**src/rtl/comm_pkg.sv**
```systemverilog
// Message types, scheduler states and payload packers shared by the
// game logic, the link scheduler and ChipInterface.
package comm_pkg;

   localparam int MSG_PAYLOAD_W = 24;

   typedef enum logic [2:0] {
      MSG_NONE      = 3'd0,
      BALL          = 3'd1,
      MISS          = 3'd2,
      NEW_GAME      = 3'd3,
      NEW_GAME_ACK  = 3'd4,
      ARE_YOU_THERE = 3'd5,
      I_AM_HERE     = 3'd6,
      I_LOST        = 3'd7
   } msg_type_t;

   typedef enum logic [2:0] {
      IDLE     = 3'd0,
      ARM      = 3'd1,
      TX_BUSY  = 3'd2,
      TX_DONE  = 3'd3,
      WAIT_ACK = 3'd4,
      DONE     = 3'd5,
      FAIL     = 3'd6
   } tx_state_t;

   // Replies (ACK, presence answer, loss notice) are fire-and-forget.
   function automatic logic needs_ack(input msg_type_t t);
      case (t)
         BALL, MISS, NEW_GAME, ARE_YOU_THERE: needs_ack = 1'b1;
         default:                             needs_ack = 1'b0;
      endcase
   endfunction

   function automatic logic [MSG_PAYLOAD_W-1:0] pack_ball(
      input logic [9:0] ball_y,
      input logic [6:0] speed,
      input logic [6:0] angle
   );
      pack_ball = {ball_y, speed, angle};
   endfunction

   function automatic logic [MSG_PAYLOAD_W-1:0] pack_miss(
      input logic [7:0] score_self,
      input logic [7:0] score_other,
      input logic [7:0] serve_count
   );
      pack_miss = {score_self, score_other, serve_count};
   endfunction

endpackage

```
**src/rtl/message_tx_scheduler_if.sv**
```systemverilog
// Link between the scheduler (master) and CommunicationSender plus the
// receiver's ack strobe (slave side).
interface message_tx_scheduler_if
   import comm_pkg::*;
#(
   parameter int PAYLOAD_W = 24
) ();

   logic                 send_new_message;
   logic                 message_sent;
   logic                 message_acked;
   msg_type_t            tx_type;
   logic [PAYLOAD_W-1:0] tx_payload;

   modport master (
      output send_new_message,
      output tx_type,
      output tx_payload,
      input  message_sent,
      input  message_acked
   );

   modport slave (
      input  send_new_message,
      input  tx_type,
      input  tx_payload,
      output message_sent,
      output message_acked
   );

endinterface

```
**src/rtl/rr_arbiter.sv**
```systemverilog
// Combinational round-robin pick: first set request at or after rr_ptr,
// wrapping around.
module rr_arbiter #(
   parameter  int NUM_REQ = 4,
   localparam int IDX_W   = (NUM_REQ > 1) ? $clog2(NUM_REQ) : 1
) (
   input  logic [NUM_REQ-1:0] req,
   input  logic [IDX_W-1:0]   rr_ptr,
   output logic               valid,
   output logic [IDX_W-1:0]   winner
);

   logic [IDX_W-1:0] cand;

   // Scan from the farthest offset down so the nearest hit is written last.
   always_comb begin
      valid  = 1'b0;
      winner = '0;
      cand   = '0;
      for (int i = NUM_REQ - 1; i >= 0; i--) begin
         cand = IDX_W'((int'(rr_ptr) + i) % NUM_REQ);
         if (req[cand]) begin
            valid  = 1'b1;
            winner = cand;
         end
      end
   end

endmodule

```
**src/rtl/message_tx_scheduler.sv**
```systemverilog
// Shares the CommunicationSender link among game-logic requesters:
// round-robin grant, send handshake, ack wait with timeout and retransmit.
module message_tx_scheduler
   import comm_pkg::*;
#(
   parameter  int NUM_REQ     = 4,
   parameter  int PAYLOAD_W   = 24,
   parameter  int ACK_TIMEOUT = 500_000,
   parameter  int MAX_RETRIES = 3,
   localparam int IDX_W       = (NUM_REQ > 1) ? $clog2(NUM_REQ) : 1,
   localparam int ACK_W       = (ACK_TIMEOUT > 1) ? $clog2(ACK_TIMEOUT) : 1,
   localparam int RTY_W       = (MAX_RETRIES > 0) ? $clog2(MAX_RETRIES + 1) : 1
) (
   input  logic                              clock,
   input  logic                              reset,
   input  logic [NUM_REQ-1:0]                req,
   input  logic [NUM_REQ-1:0][2:0]           req_type,
   input  logic [NUM_REQ-1:0][PAYLOAD_W-1:0] req_payload,
   output logic [NUM_REQ-1:0]                req_done,
   output logic [NUM_REQ-1:0]                req_fail,
   message_tx_scheduler_if.master            link,
   output logic                              busy,
   output logic [IDX_W-1:0]                  grant_idx
);

   localparam logic [ACK_W-1:0] ACK_LAST  = ACK_W'(ACK_TIMEOUT - 1);
   localparam logic [RTY_W-1:0] RTY_LIMIT = RTY_W'(MAX_RETRIES);
   localparam logic [IDX_W-1:0] IDX_LAST  = IDX_W'(NUM_REQ - 1);

   tx_state_t            state, state_n;
   logic [IDX_W-1:0]     rr_ptr;
   msg_type_t            tx_type_r;
   logic [PAYLOAD_W-1:0] tx_payload_r;
   logic [RTY_W-1:0]     retry_cnt;
   logic [ACK_W-1:0]     ack_cnt;

   logic                 arb_valid;
   logic [IDX_W-1:0]     arb_winner;
   logic                 load_grant;
   logic                 arm_retry;
   logic                 start_ack;
   logic                 finish;
   logic                 send_pulse;

   rr_arbiter #(
      .NUM_REQ (NUM_REQ)
   ) u_arb (
      .req    (req),
      .rr_ptr (rr_ptr),
      .valid  (arb_valid),
      .winner (arb_winner)
   );

   always_ff @(posedge clock) begin
      if (reset) state <= IDLE;
      else       state <= state_n;
   end

   always_comb begin
      state_n    = state;
      load_grant = 1'b0;
      arm_retry  = 1'b0;
      start_ack  = 1'b0;
      finish     = 1'b0;
      send_pulse = 1'b0;
      case (state)
         IDLE: begin
            if (arb_valid) begin
               load_grant = 1'b1;
               state_n    = ARM;
            end
         end
         ARM: begin
            if (link.message_sent) begin
               send_pulse = 1'b1;
               state_n    = TX_BUSY;
            end
         end
         TX_BUSY: begin
            if (!link.message_sent) state_n = TX_DONE;
         end
         TX_DONE: begin
            if (link.message_sent) begin
               if (needs_ack(tx_type_r)) begin
                  start_ack = 1'b1;
                  state_n   = WAIT_ACK;
               end else begin
                  state_n = DONE;
               end
            end
         end
         // An ack landing on the timeout cycle still counts as delivered.
         WAIT_ACK: begin
            if (link.message_acked) begin
               state_n = DONE;
            end else if (ack_cnt == ACK_LAST) begin
               if (retry_cnt < RTY_LIMIT) begin
                  arm_retry = 1'b1;
                  state_n   = ARM;
               end else begin
                  state_n = FAIL;
               end
            end
         end
         DONE, FAIL: begin
            finish  = 1'b1;
            state_n = IDLE;
         end
         default: state_n = IDLE;
      endcase
   end

   always_ff @(posedge clock) begin
      if (reset) begin
         grant_idx    <= '0;
         tx_type_r    <= MSG_NONE;
         tx_payload_r <= '0;
         retry_cnt    <= '0;
         ack_cnt      <= '0;
         rr_ptr       <= '0;
      end else begin
         if (load_grant) begin
            grant_idx    <= arb_winner;
            tx_type_r    <= msg_type_t'(req_type[arb_winner]);
            tx_payload_r <= req_payload[arb_winner];
            retry_cnt    <= '0;
         end
         if (arm_retry) retry_cnt <= retry_cnt + 1'b1;
         if (start_ack)               ack_cnt <= '0;
         else if (state == WAIT_ACK)  ack_cnt <= ack_cnt + 1'b1;
         if (finish) rr_ptr <= (grant_idx == IDX_LAST) ? '0 : grant_idx + 1'b1;
      end
   end

   // Pulses are masked during reset so an aborted transfer never reports.
   always_comb begin
      req_done = '0;
      req_fail = '0;
      if (!reset) begin
         if (state == DONE) req_done[grant_idx] = 1'b1;
         if (state == FAIL) req_fail[grant_idx] = 1'b1;
      end
   end

   assign link.send_new_message = send_pulse & ~reset;
   assign link.tx_type          = tx_type_r;
   assign link.tx_payload       = tx_payload_r;
   assign busy                  = (state != IDLE);

endmodule

```
**src/flat_wrapper.sv**
```systemverilog
// flat-port wrapper written by rule: the top's interface ports become plain ports
module message_tx_scheduler_flat import comm_pkg::*;
#(
   parameter  int NUM_REQ     = 4,
   parameter  int PAYLOAD_W   = 24,
   parameter  int ACK_TIMEOUT = 500_000,
   parameter  int MAX_RETRIES = 3,
   localparam int IDX_W       = (NUM_REQ > 1) ? $clog2(NUM_REQ) : 1,
   localparam int ACK_W       = (ACK_TIMEOUT > 1) ? $clog2(ACK_TIMEOUT) : 1,
   localparam int RTY_W       = (MAX_RETRIES > 0) ? $clog2(MAX_RETRIES + 1) : 1
)
  (clock, reset, req, req_type, req_payload, req_done, req_fail, busy, grant_idx, link_send_new_message, link_tx_type, link_tx_payload, link_message_sent, link_message_acked);
  message_tx_scheduler_if #(.PAYLOAD_W(PAYLOAD_W)) link_i ();
  input  logic clock;
  input  logic reset;
  input  logic [NUM_REQ-1:0] req;
  input  logic [NUM_REQ-1:0][2:0] req_type;
  input  logic [NUM_REQ-1:0][PAYLOAD_W-1:0] req_payload;
  output logic [NUM_REQ-1:0] req_done;
  output logic [NUM_REQ-1:0] req_fail;
  output logic busy;
  output logic [IDX_W-1:0] grant_idx;
  output wire logic [$bits(link_i.send_new_message)-1:0] link_send_new_message;
  output wire logic [$bits(link_i.tx_type)-1:0] link_tx_type;
  output wire logic [$bits(link_i.tx_payload)-1:0] link_tx_payload;
  input wire logic [$bits(link_i.message_sent)-1:0] link_message_sent;
  input wire logic [$bits(link_i.message_acked)-1:0] link_message_acked;
  assign link_send_new_message = link_i.send_new_message;
  assign link_tx_type = link_i.tx_type;
  assign link_tx_payload = link_i.tx_payload;
  assign link_i.message_sent = link_message_sent;
  assign link_i.message_acked = link_message_acked;
  message_tx_scheduler #(.NUM_REQ(NUM_REQ), .PAYLOAD_W(PAYLOAD_W), .ACK_TIMEOUT(ACK_TIMEOUT), .MAX_RETRIES(MAX_RETRIES)) u_core (.clock(clock), .reset(reset), .req(req), .req_type(req_type), .req_payload(req_payload), .req_done(req_done), .req_fail(req_fail), .link(link_i), .busy(busy), .grant_idx(grant_idx));
endmodule
```
**config.mk**
```make
export PLATFORM = sky130hd
export DESIGN_NAME = message_tx_scheduler_flat
export DESIGN_NICKNAME = d
export VERILOG_FILES = /design/src/rtl/comm_pkg.sv /design/src/rtl/message_tx_scheduler_if.sv /design/src/rtl/rr_arbiter.sv /design/src/rtl/message_tx_scheduler.sv /design/src/flat_wrapper.sv
export SDC_FILE = /design/constraint.sdc
export NUM_CORES = 1
export LEC_CHECK = 0
export ABC_AREA = 0
export CORE_ASPECT_RATIO = 0.75
export CORE_MARGIN = 2
export CORE_UTILIZATION = 42
export DETAILED_ROUTE_END_ITERATION = 7
export HOLD_SLACK_MARGIN = 0.15
export PLACE_DENSITY_LB_ADDON = 0.12
export SLEW_MARGIN = 20
export SYNTH_ARGS = -nofsm -noshare
export SYNTH_HDL_FRONTEND = slang
export SYNTH_SLANG_ARGS = --single-unit
```
**constraint.sdc**
```tcl
create_clock -name clock -period 2 [get_ports clock]
set_input_delay 0.2 -clock clock [delete_from_list [all_inputs] [get_ports clock]]
set_output_delay 0.2 -clock clock [all_outputs]
set_load 0.1 [all_outputs]
```
==> metrics <==
hold crit path type=reg2reg; Total Wirelength=11.3 mm; Yosys top cell by area=sky130_fd_sc_hd__dfxtp_1; number of DRC markers in iteration 0=about 210; CTS buffer count=5; final critical-path required period=1.91 ns; flip-flop cell with the highest count after synthesis=sky130_fd_sc_hd__dfxtp_1; clock root buffer=sky130_fd_sc_hd__clkbuf_8; critical path arrival=~2.1 ns; register area share after synthesis=33.1%; worst hold margin=a little under 0.5 ns; cell row count=28; most instantiated cells after synthesis=sky130_fd_sc_hd__dfxtp_1 (55), sky130_fd_sc_hd__nand2_1 (42), sky130_fd_sc_hd__nand3_1 (35), sky130_fd_sc_hd__nor2_1 (33), sky130_fd_sc_hd__o21ai_0 (32); MaxCap Viol Count=0; Synth Warn #=0; Antenna Diode Count=0; largest net degree at the start of global routing=29; peak supply drop=approximately 0.00066 V; total stage count of the critical path=5; launch point of the worst path=u_core.ack_cnt[9]; logic depth of the worst register-to-register path=5; result of the run=finished, final reports clean; number of antenna violations at the first check in global routing=0; final-report hold violation count=0; area of the die=8650 um^2; Power Dens Cells=1030 nW/um^2; post-synthesis area per instance=7.99 um^2; number of nets in the layout=a little over 700; DR pass1 iterations=4; ANT nets after route=0; leftover overflow at the end of global routing=0; Vias/cell=5.35; cell family with most CP delay=simple AND/OR/NAND/NOR gates; critical path cell sequence=or4_4, nor3_4, a211oi_2, or4b_1, o31ai_1; Worst path slowest cell=sky130_fd_sc_hd__or4_4; total of buffers placed on input and output ports=154; crit path capture type=flip-flop; Achievable Freq=524 MHz; setup skew after layout=0.0109 ns; Clk Latency, worst-skew pair=0.32 ns; max_slew headroom=between 70% and 80%; RR Endpoint=u_core.state[0]; transition at the pin with the smallest max-transition slack=0.330 ns; gr usage total=25.0%; H-tree levels=2; number of vias in the routed layout=~3,700; post-layout power=5.62 mW; Starting Density=42.7%; Core ar.=7780 um^2; Hold Path Depth=2; CTS tree=yes; Reg2Reg Setup Slack=0.09 ns; netlist area before placement=3320 um^2; required arrival time at the worst endpoint=approximately 2.2 ns; final clock period utilization by the worst path=95.5%; EDFF count, synth=0; via count of the first global-routing pass=3,562; synthesized flop and latch total=55; Finish-stage setup viols=0; maximum fanout along the worst path=4; critical path buffer and inverter count=0; Final Max Slew Viols=0; end point of the critical path=u_core.state[0]; count of mapped cells out of synthesis=416; unrepaired setup endpoints after global routing=no; proportion of register bits with asynchronous set or reset after synthesis=0%; Post-route DRC=0; Die W=107 um; # IOs=155; Yosys top cell area share=33.1%; share of cells above drive strength 1=18.0%; delay of the slowest cell on the worst path=about 0.55 ns; syn nets=roughly 540; most numerous cell in the Yosys netlist=sky130_fd_sc_hd__dfxtp_1; Synth-to-Final Area Change=64.3%; routed length per instance=16.4 um; leakage=2.07 nW; height of the die=81.1 um; wire length of the first global-routing pass=17.2 mm; reg-to-reg startpoint=u_core.ack_cnt[9]; crit path launch type=flip-flop; fill cell count=649; Clock Path Buffers=2; cells taking the most area after synthesis=sky130_fd_sc_hd__dfxtp_1 (33%), sky130_fd_sc_hd__mux2i_1 (8.1%), sky130_fd_sc_hd__o211ai_1 (6.3%); total of hold buffers inserted after clock tree synthesis=0; Post-DP HPWL=about 8.4 mm; Reg clk slew, reported paths=~0.11 ns; count of unique library cells instantiated by Yosys=47; critical path class=reg2reg; Final Wtd Congestion=about 0.9; number of clock sinks seen by CTS=55
[logic make-up after synthesis]
group | share of synthesized area (%)
adders and majority gates | 2.26
muxes | 8.13
xor gates and xnor gates | 4.22
buffers and inverters | 4.74
and+or+nand+nor | 25.1
AOI/OAI and AO/OA | 22.5
DFF | 33.1
[metrics by stage]
step	setup WS (ns)	std cells	setup TNS, ns	utilization [%]	cell area [um^2]
after global routing	0.0219	688	0	70.2	5460
after detailed placement	-0.231	678	-5.15	68.4	5320
final	0.0909	688	0	70.2	5460
after CTS	0.0244	688	0	70.1	5450
after global placement	-0.178	678	-3.70	68.4	5320
after floorplan	-0.0434	416	-0.0434	-	3400
[layer usage]
metal	vias to the layer above	GRT usage, %	wire length [um]
met4	0	7.01	178
met5	-	0	0
met2	141	41.3	5380
met1	1699	32.9	4940
li1	1826	-	-
met3	12	5.78	767
[state kept, by name (all words and copies together) (netlist names)]
name,count
u_core.rr_ptr,2
u_core.grant_idx,2
u_core.link.tx_type,3
u_core.ack_cnt,19
u_core.state,3
u_core.link.tx_payload,24
u_core.retry_cnt,2
[worst min-delay path by stage]
| stage | from | endpoint |
|---|---|---|
| final | u_core.link.tx_payload[4] | u_core.link.tx_payload[4] |
| after global routing | u_core.link.tx_payload[4] | u_core.link.tx_payload[4] |
| after CTS | u_core.retry_cnt[1] | u_core.retry_cnt[1] |
| after detailed placement | u_core.link.tx_payload[19] | u_core.link.tx_payload[19] |
| after global placement | u_core.link.tx_payload[23] | u_core.link.tx_payload[23] |
| after floorplan | link_message_sent | u_core.state[0] |
[power by group]
group	switching [mW]	internal [mW]	leakage (nW)
clock network	0.406	0.291	0.0522
registers	0.141	1.33	0.450
logic	2.40	1.06	1.56
[area by class of cell]
type / count / area [um^2] / area share (%)
timing repair buffer: 187 / 1920 / 35.1
clock buffer: 6 / 82.6 / 1.51
sequential: 55 / 1110 / 20.3
multi-input combinational: 324 / 2170 / 39.8
tap: 105 / 131 / 2.41
inverter: 9 / 33.8 / 0.619
clock inverter: 2 / 17.5 / 0.321
[repair_timing]
action | CTS | global route
pin swaps | 1 | 1
gates cloned | 0 | 0
setup buffers | 2 | 0
resized for setup | 3 | 2
setup endpoints to repair | 2 | 2
[placed cells by master (no fill, tap or decap), drive strengths merged, types with 2 or more instances in the layout]
| cell | count |
|---|---|
| or4b | 2 |
| o21a | 2 |
| or4 | 3 |
| nand3 | 35 |
| nor3 | 8 |
| clkdlybuf4s50 | 115 |
| nor4 | 2 |
| a21o | 27 |
| a211oi | 2 |
| a21oi | 14 |
| buf | 72 |
| mux2i | 27 |
| and4 | 2 |
| nor2b | 6 |
| nor2 | 33 |
| clkbuf | 6 |
| o31ai | 2 |
| inv | 11 |
| xnor2 | 12 |
| or3b | 2 |
| nand4 | 6 |
| o211ai | 28 |
| ha | 6 |
| and3 | 4 |
| o21ai | 32 |
| nand2b | 6 |
| or2 | 2 |
| or3 | 3 |
| xor2 | 4 |
| dfxtp | 55 |
| nand2 | 43 |
[tightest hold or removal path, stage by stage, from the launching register on]
cell                       delay [ns]
sky130_fd_sc_hd__dfxtp_1         0.34
sky130_fd_sc_hd__nand2_1         0.05
sky130_fd_sc_hd__o211ai_1        0.07
(Power assumes the default switching activity.)
==> RTL change 1, RTL diff (same flow settings) <==
Re-encode `tx_state_t` (7 states) as one-hot, 7 bits wide.
--- a/src/rtl/comm_pkg.sv
+++ b/src/rtl/comm_pkg.sv
@@ -16,12 +16,12 @@
    } msg_type_t;
 
-   typedef enum logic [2:0] {
-      IDLE     = 3'd0,
-      ARM      = 3'd1,
-      TX_BUSY  = 3'd2,
-      TX_DONE  = 3'd3,
-      WAIT_ACK = 3'd4,
-      DONE     = 3'd5,
-      FAIL     = 3'd6
+   typedef enum logic [6:0] {
+      IDLE     = 7'b0000001,
+      ARM      = 7'b0000010,
+      TX_BUSY  = 7'b0000100,
+      TX_DONE  = 7'b0001000,
+      WAIT_ACK = 7'b0010000,
+      DONE     = 7'b0100000,
+      FAIL     = 7'b1000000
    } tx_state_t;
 
Check against the original RTL: no difference found for any inputs over 4 cycles, from zero or initial values and one cycle with reset high; so few cycles prove little.
==> RTL change 1 against the original RTL <==
- sequential cell count increased by 4
- setup slack got worse by 15 ps
- area after synthesis increased by 12%
- final cell count decreased by 2.6%
- wire length decreased by 5.1%
- final area increased by 9.8%
- clock power increased by 140%
- total power increased by 17%
- largest cell class unchanged
==> RTL change 1: results (changes against the original RTL) <==
Parameter                              Value

CTS
  Clock root buffer    clkbuf_16
  Total CTS buffers    9 (+4)
  Clock slew seen by the registers of the worst setup and hold paths    50 ps (-60 ps)
  Later-pin clock latency in the skew report    320 ps (about the same)
  CTS max path bufs    2 (unchanged)
  Deepest level of the CTS H-tree    3 (+1)

Synth
  Yosys warning count    0 (unchanged)
  Netlist cell types    53 (+13%)
  Commonest cells post-synth    59 x dfxtp_1, 57 x mux2i_1, 41 x nor2_1, 29 x nand3b_1, 20 x o221ai_2
  Sequential-to-total area share from yosys stat    31.8% (-1.4 points)
  Synth area leaders    dfxtp_1 32%, mux2i_1 15%, o221ai_2 8.1%, nand3b_1 5.9%, nor2_1 4.1%
  Primary flip-flop cell chosen by synthesis mapping    dfxtp_1
  Syn Nets    508 (-5.6%)
  Async SR Flop Fraction    0% (unchanged)

Global route
  Maximum number of pins on one net before global-route repair    40 (+38%)
  Vias in the first global route    3603 (+1.2%)
  All-layer global routing usage    22.0% (-3.0 points)
  Wire length of the first global-routing pass    17.3 mm (+0.44%)
  Met1 GRT Util    26.5% (-6.5 points)
  Number of antenna violations at the first check in global routing    0 (unchanged)
  Met3 routing resource usage after global routing    5.72% (-0.054 points)
  Grt met2 use    38.7% (-2.6 points)

Worst hold path
  Startpoint of the tightest hold check path    u_core.rr_ptr[0]
  Cell depth of the worst min-delay path    2 (unchanged)
  Hold/Removal Path Class    register to register
  Worst Hold Path EP    u_core.rr_ptr[0]

Finish
  Ant. Diodes    0 (unchanged)
  Filler cell count in the final layout    651 (+0.31%)
  Number of nets in the final layout    679 (-3.6%)
  Max reg flops    24 (unchanged)
  Ratio of cells with drive above 1 in the final layout    25.4% (+7.4 points)

Setup path
  Setup crit start kind    register
  Worst r2r dst    u_core.link.tx_payload[10]
  Register-to-register path setup slack    110 ps (+20 ps)
  Critical Path Fanout Max    7 (+3)
  Arr. time, crit path    1720 ps (-410 ps)
  Launching instance or port of the critical path    u_core.state[5]
  Worst-case reg-to-reg path depth    6 (+1)
  Source of the worst register-to-register timing path    u_core.state[1]

Place
  Detail Placement HPWL    8.28 mm (-2.0%)
  Port buffer count    154 (unchanged)
  RD Place Congestion    0.804 (-11%)
  Place WS    -149 ps (+82.0 ps)

STA
  Final Skew    6.91 ps (-4.02 ps)
  Setup tns final    0 ps (unchanged)
  Slew Limit Headroom    66.8% (-11 points)
  Final worst hold slack    482 ps (-3.41 ps)

Routing
  Violation count after the first detailed-routing iteration    114 (-46%)
  Drt pass-1 iters    4 (unchanged)
  Wire length after detailed routing    10.7 mm (-5.1%)
  Via count    3538 (-3.8%)

Run status
  Status    completed

Power
  Peak supply drop    0.707 mV (+7.7%)
  Fraction of power spent switching nets    45.5% (-6.9 points)
  Static power due to leakage    2.21 nW (+7.0%)
==> RTL change 1: cell count changes in the layout (fill, tap and decap cells not counted), sizes merged, moves of 5 or more <==
cell / change
nand3b: +29
o221ai: +27
o21ai: -27
clkbuf: +6
nor2: +10
nor2b: -6
nor3b: +5
nand3: -24
nor4: +5
a21o: -27
mux2i: +30
o211ai: -28
nand2: -24
==> RTL change 1: cell type report <==
class	instances	area (sq um)	share of cell area (%)
timing repair buffer	187	1870	31.3
clock buffer	12	256	4.28
sequential	59	1190	19.8
clock inverter	4	72.6	1.21
multi-input combinational	292	2440	40.7
tap	108	135	2.25
inverter	8	30.0	0.501
==> RTL change 1: kinds of logic (layout without fill, tap and decap cells) <==
group / count (synthesis) / after routing / synth area share [%]
simple gates: 155 / 155 / 26.4
fa+ha+maj: 6 / 6 / 2.02
buf+inv: 35 / 211 / 5.05
compound gates: 54 / 54 / 14.6
flops: 59 / 59 / 31.8
mux: 58 / 58 / 15.6
xor+xnor: 19 / 19 / 4.47
==> RTL change 1: power by group through the flow <==
stage | clock network [W] | logic, W | registers (W)
floorplan | 0 | 0.00101 | 0.00293
global placement | 0 | 0.00329 | 0.00157
detailed placement | 0 | 0.00333 | 0.00157
CTS | 0.00169 | 0.00334 | 0.00155
global route | 0.00176 | 0.00350 | 0.00158
finish | 0.00167 | 0.00336 | 0.00155
==> RTL change 1: metal layers <==
metal	routed length (um)	vias up
met4	198	0
li1	-	1773
met2	5420	112
met5	0	-
met3	587	18
met1	4490	1635
==> RTL change 1: worst max path at each step <==
stage | endpoint | slack (ps) | cells past startpoint
floorplan | link_send_new_message | -60 | 4
global placement | u_core.link.tx_payload[20] | -90 | 7
detailed placement | u_core.link.tx_payload[3] | -150 | 7
CTS | req_fail[1] | 20 | 7
global route | link_send_new_message | 3 | 5
finish | link_send_new_message | 80 | 5
==> RTL change 1: stage by stage <==
stage	cells	area (sq um)
2_1_floorplan	386	3800
3_3_place_gp	650	5630
3_5_place_dp	650	5630
4_1_cts	668	5970
5_1_grt	670	6000
6_report	670	6000
==> RTL change 1: what timing repair did <==
| action | in CTS | in global routing |
|---|---|---|
| resized for setup | 1 | 3 |
| hold buffers | 0 | 0 |
| endpoints found under the setup margin | 9 | 7 |
| pin swaps | 2 | 7 |
| setup buffers | 2 | 2 |
==> RTL change 1: worst max-delay path: stages (launching register included) <==
cell,delay [ps]
dfxtp_1,380
nor3_2,220
buf_4,170
nand4b_1,170
nor3b_4,250
buf_12,200
==> RTL change 2, RTL diff (same settings) <==
Without the edit above. `ACK_TIMEOUT` is set to 500_000 in 2 places; all go to 250_000.
--- a/src/rtl/message_tx_scheduler.sv
+++ b/src/rtl/message_tx_scheduler.sv
@@ -6,5 +6,5 @@
    parameter  int NUM_REQ     = 4,
    parameter  int PAYLOAD_W   = 24,
-   parameter  int ACK_TIMEOUT = 500_000,
+   parameter  int ACK_TIMEOUT = 250_000,
    parameter  int MAX_RETRIES = 3,
    localparam int IDX_W       = (NUM_REQ > 1) ? $clog2(NUM_REQ) : 1,
--- a/src/flat_wrapper.sv
+++ b/src/flat_wrapper.sv
@@ -4,5 +4,5 @@
    parameter  int NUM_REQ     = 4,
    parameter  int PAYLOAD_W   = 24,
-   parameter  int ACK_TIMEOUT = 500_000,
+   parameter  int ACK_TIMEOUT = 250_000,
    parameter  int MAX_RETRIES = 3,
    localparam int IDX_W       = (NUM_REQ > 1) ? $clog2(NUM_REQ) : 1,
Behaviour: no difference found for any inputs over 4 cycles, from zero or initial values and one cycle with reset high; that may be too few to reach the edited logic, so the function may still have changed.
==> RTL change 2 against the original RTL <==
- clock power down 10%
- final area decreased by 8.2%
- count of clock-buffer cells in the layout up 1
- setup slack better by 54 ps
- combinational power is 7.2% lower
- first-iteration DRC count down 37%
- non-clock buffer count decreased by 11
- wire length is 16% lower
- sequential cell count shrank 1
- total power fell by 6.3%
- area after synthesis decreased by 9.4%
- largest power group unchanged
==> RTL change 2: results (changes against the original RTL) <==
Parameter                              Value

Run status
  Status    completed

Synth
  Synth area leaders    dfxtp_1 36%, mux2i_1 19%, o221ai_1 7.9%, nand2_1 5.7%, nor2_1 4.0%
  Commonest cells post-synth    57 x mux2i_1, 54 x dfxtp_1, 46 x nand2_1, 32 x nor2_1, 27 x o221ai_1
  Sequential-to-total area share from yosys stat    35.9% (+2.8 points)
  Syn Nets    468 (-13%)
  Cell count after synthesis    346 (-17%)

Setup path
  Arr. time, crit path    2060 ps (-70 ps)
  Worst-case reg-to-reg path depth    6 (+1)
  Highest cell delay on the worst timing path    530 ps (-20 ps)
  Source of the worst register-to-register timing path    u_core.ack_cnt[4]
  Register-to-register path setup slack    150 ps (+50 ps)
  CP max stage cell    or4_1

Place
  Total cell area at the placement stage    4910 sq um (-7.7%)
  Instance count after placement with tap cells included    602 (-11%)
  Detail Placement HPWL    7.59 mm (-10%)

Finish
  Total area of multi-input combinational cells    1890 sq um (-13%)
  Filler cell count in the final layout    521 (-20%)
  Number of nets in the final layout    633 (-10%)

Global route
  Met3 routing resource usage after global routing    5.65% (-0.13 points)
  Wire length of the first global-routing pass    15.0 mm (-13%)
  All-layer global routing usage    23.9% (-1.1 points)
  Met1 GRT Util    29.0% (-3.9 points)
  Maximum number of pins on one net before global-route repair    30 (+3.4%)
  Vias in the first global route    3229 (-9.3%)
  Grt met2 use    40.4% (-0.94 points)

CTS
  Later-pin clock latency in the skew report    300 ps (-20 ps)
  Clock slew seen by the registers of the worst setup and hold paths    90 ps (-20 ps)

Routing
  Average wire per standard cell    15.6 um (-5.0%)
  Total met3 wirelength after detailed routing    685 um (-11%)
  Violation count after the first detailed-routing iteration    133 (-37%)
  Length of routed wiring on met1    3.82 mm (-23%)

STA
  Slew Limit Headroom    66.5% (-11 points)
  Final Skew    4.73 ps (-6.19 ps)

Worst hold path
  Worst Hold Path EP    u_core.link.tx_payload[1]
  Startpoint of the tightest hold check path    u_core.link.tx_payload[1]

Power
  Static power due to leakage    1.90 nW (-8.2%)
  Peak supply drop    0.675 mV (+2.8%)
[RTL change 2: cell types whose count changed after synthesis, moves of 4 or more]
cell,change
mux2i_1,+30
o211ai_1,-28
a21o_1,-27
o221ai_1,+27
nand3_1,-23
o21ai_0,-23
clkbuf_1,-10
nand2_1,+4
nand2b_1,-4
nand4_1,-4
nor4_1,+4
[RTL change 2: metrics by stage]
stage | setup WS (ps) | setup TNS [ps] | hold WS (ps)
after floorplan | -102 | -102 | 400
after global placement | -27.4 | -474 | 445
after detailed placement | -133 | -2800 | 448
after CTS | 48.3 | 0 | 474
after global routing | 10.8 | 0 | 507
final | 145 | 0 | 471
[RTL change 2: cell type report]
| class | count | area share (%) |
|---|---|---|
| multi-input cells | 264 | 37.7 |
| repair buffers | 176 | 35.6 |
| flip-flops and latches | 54 | 21.7 |
| well taps | 98 | 2.45 |
| clock buffers | 7 | 1.72 |
| inverters | 10 | 0.749 |
| clock inverters | 1 | 0.0998 |
[RTL change 2: what timing repair did]
| item | CTS | global route |
|---|---|---|
| setup buffers | 0 | 0 |
| hold endpoints to repair | 0 | 0 |
| resized for setup | 1 | 2 |
| setup endpoints to repair | 1 | 8 |
| cloned | 0 | 0 |
[RTL change 2: where the power goes]
group | internal (W) | switching [W]
Sequential | 0.00130 | 0.000144
Combinational | 0.000969 | 0.00223
Clock | 0.000280 | 0.000347
Total | 0.00255 | 0.00272
[RTL change 2: kinds of logic after synthesis]
family          Yosys count  share of synthesized area [%]
fa+ha+maj                 6                           2.49
mux                      58                           19.3
simple gates            127                           19.8
flops                    54                           35.9
compound gates           59                           14.4
xor+xnor                 14                           4.07
buf+inv                  28                           3.99
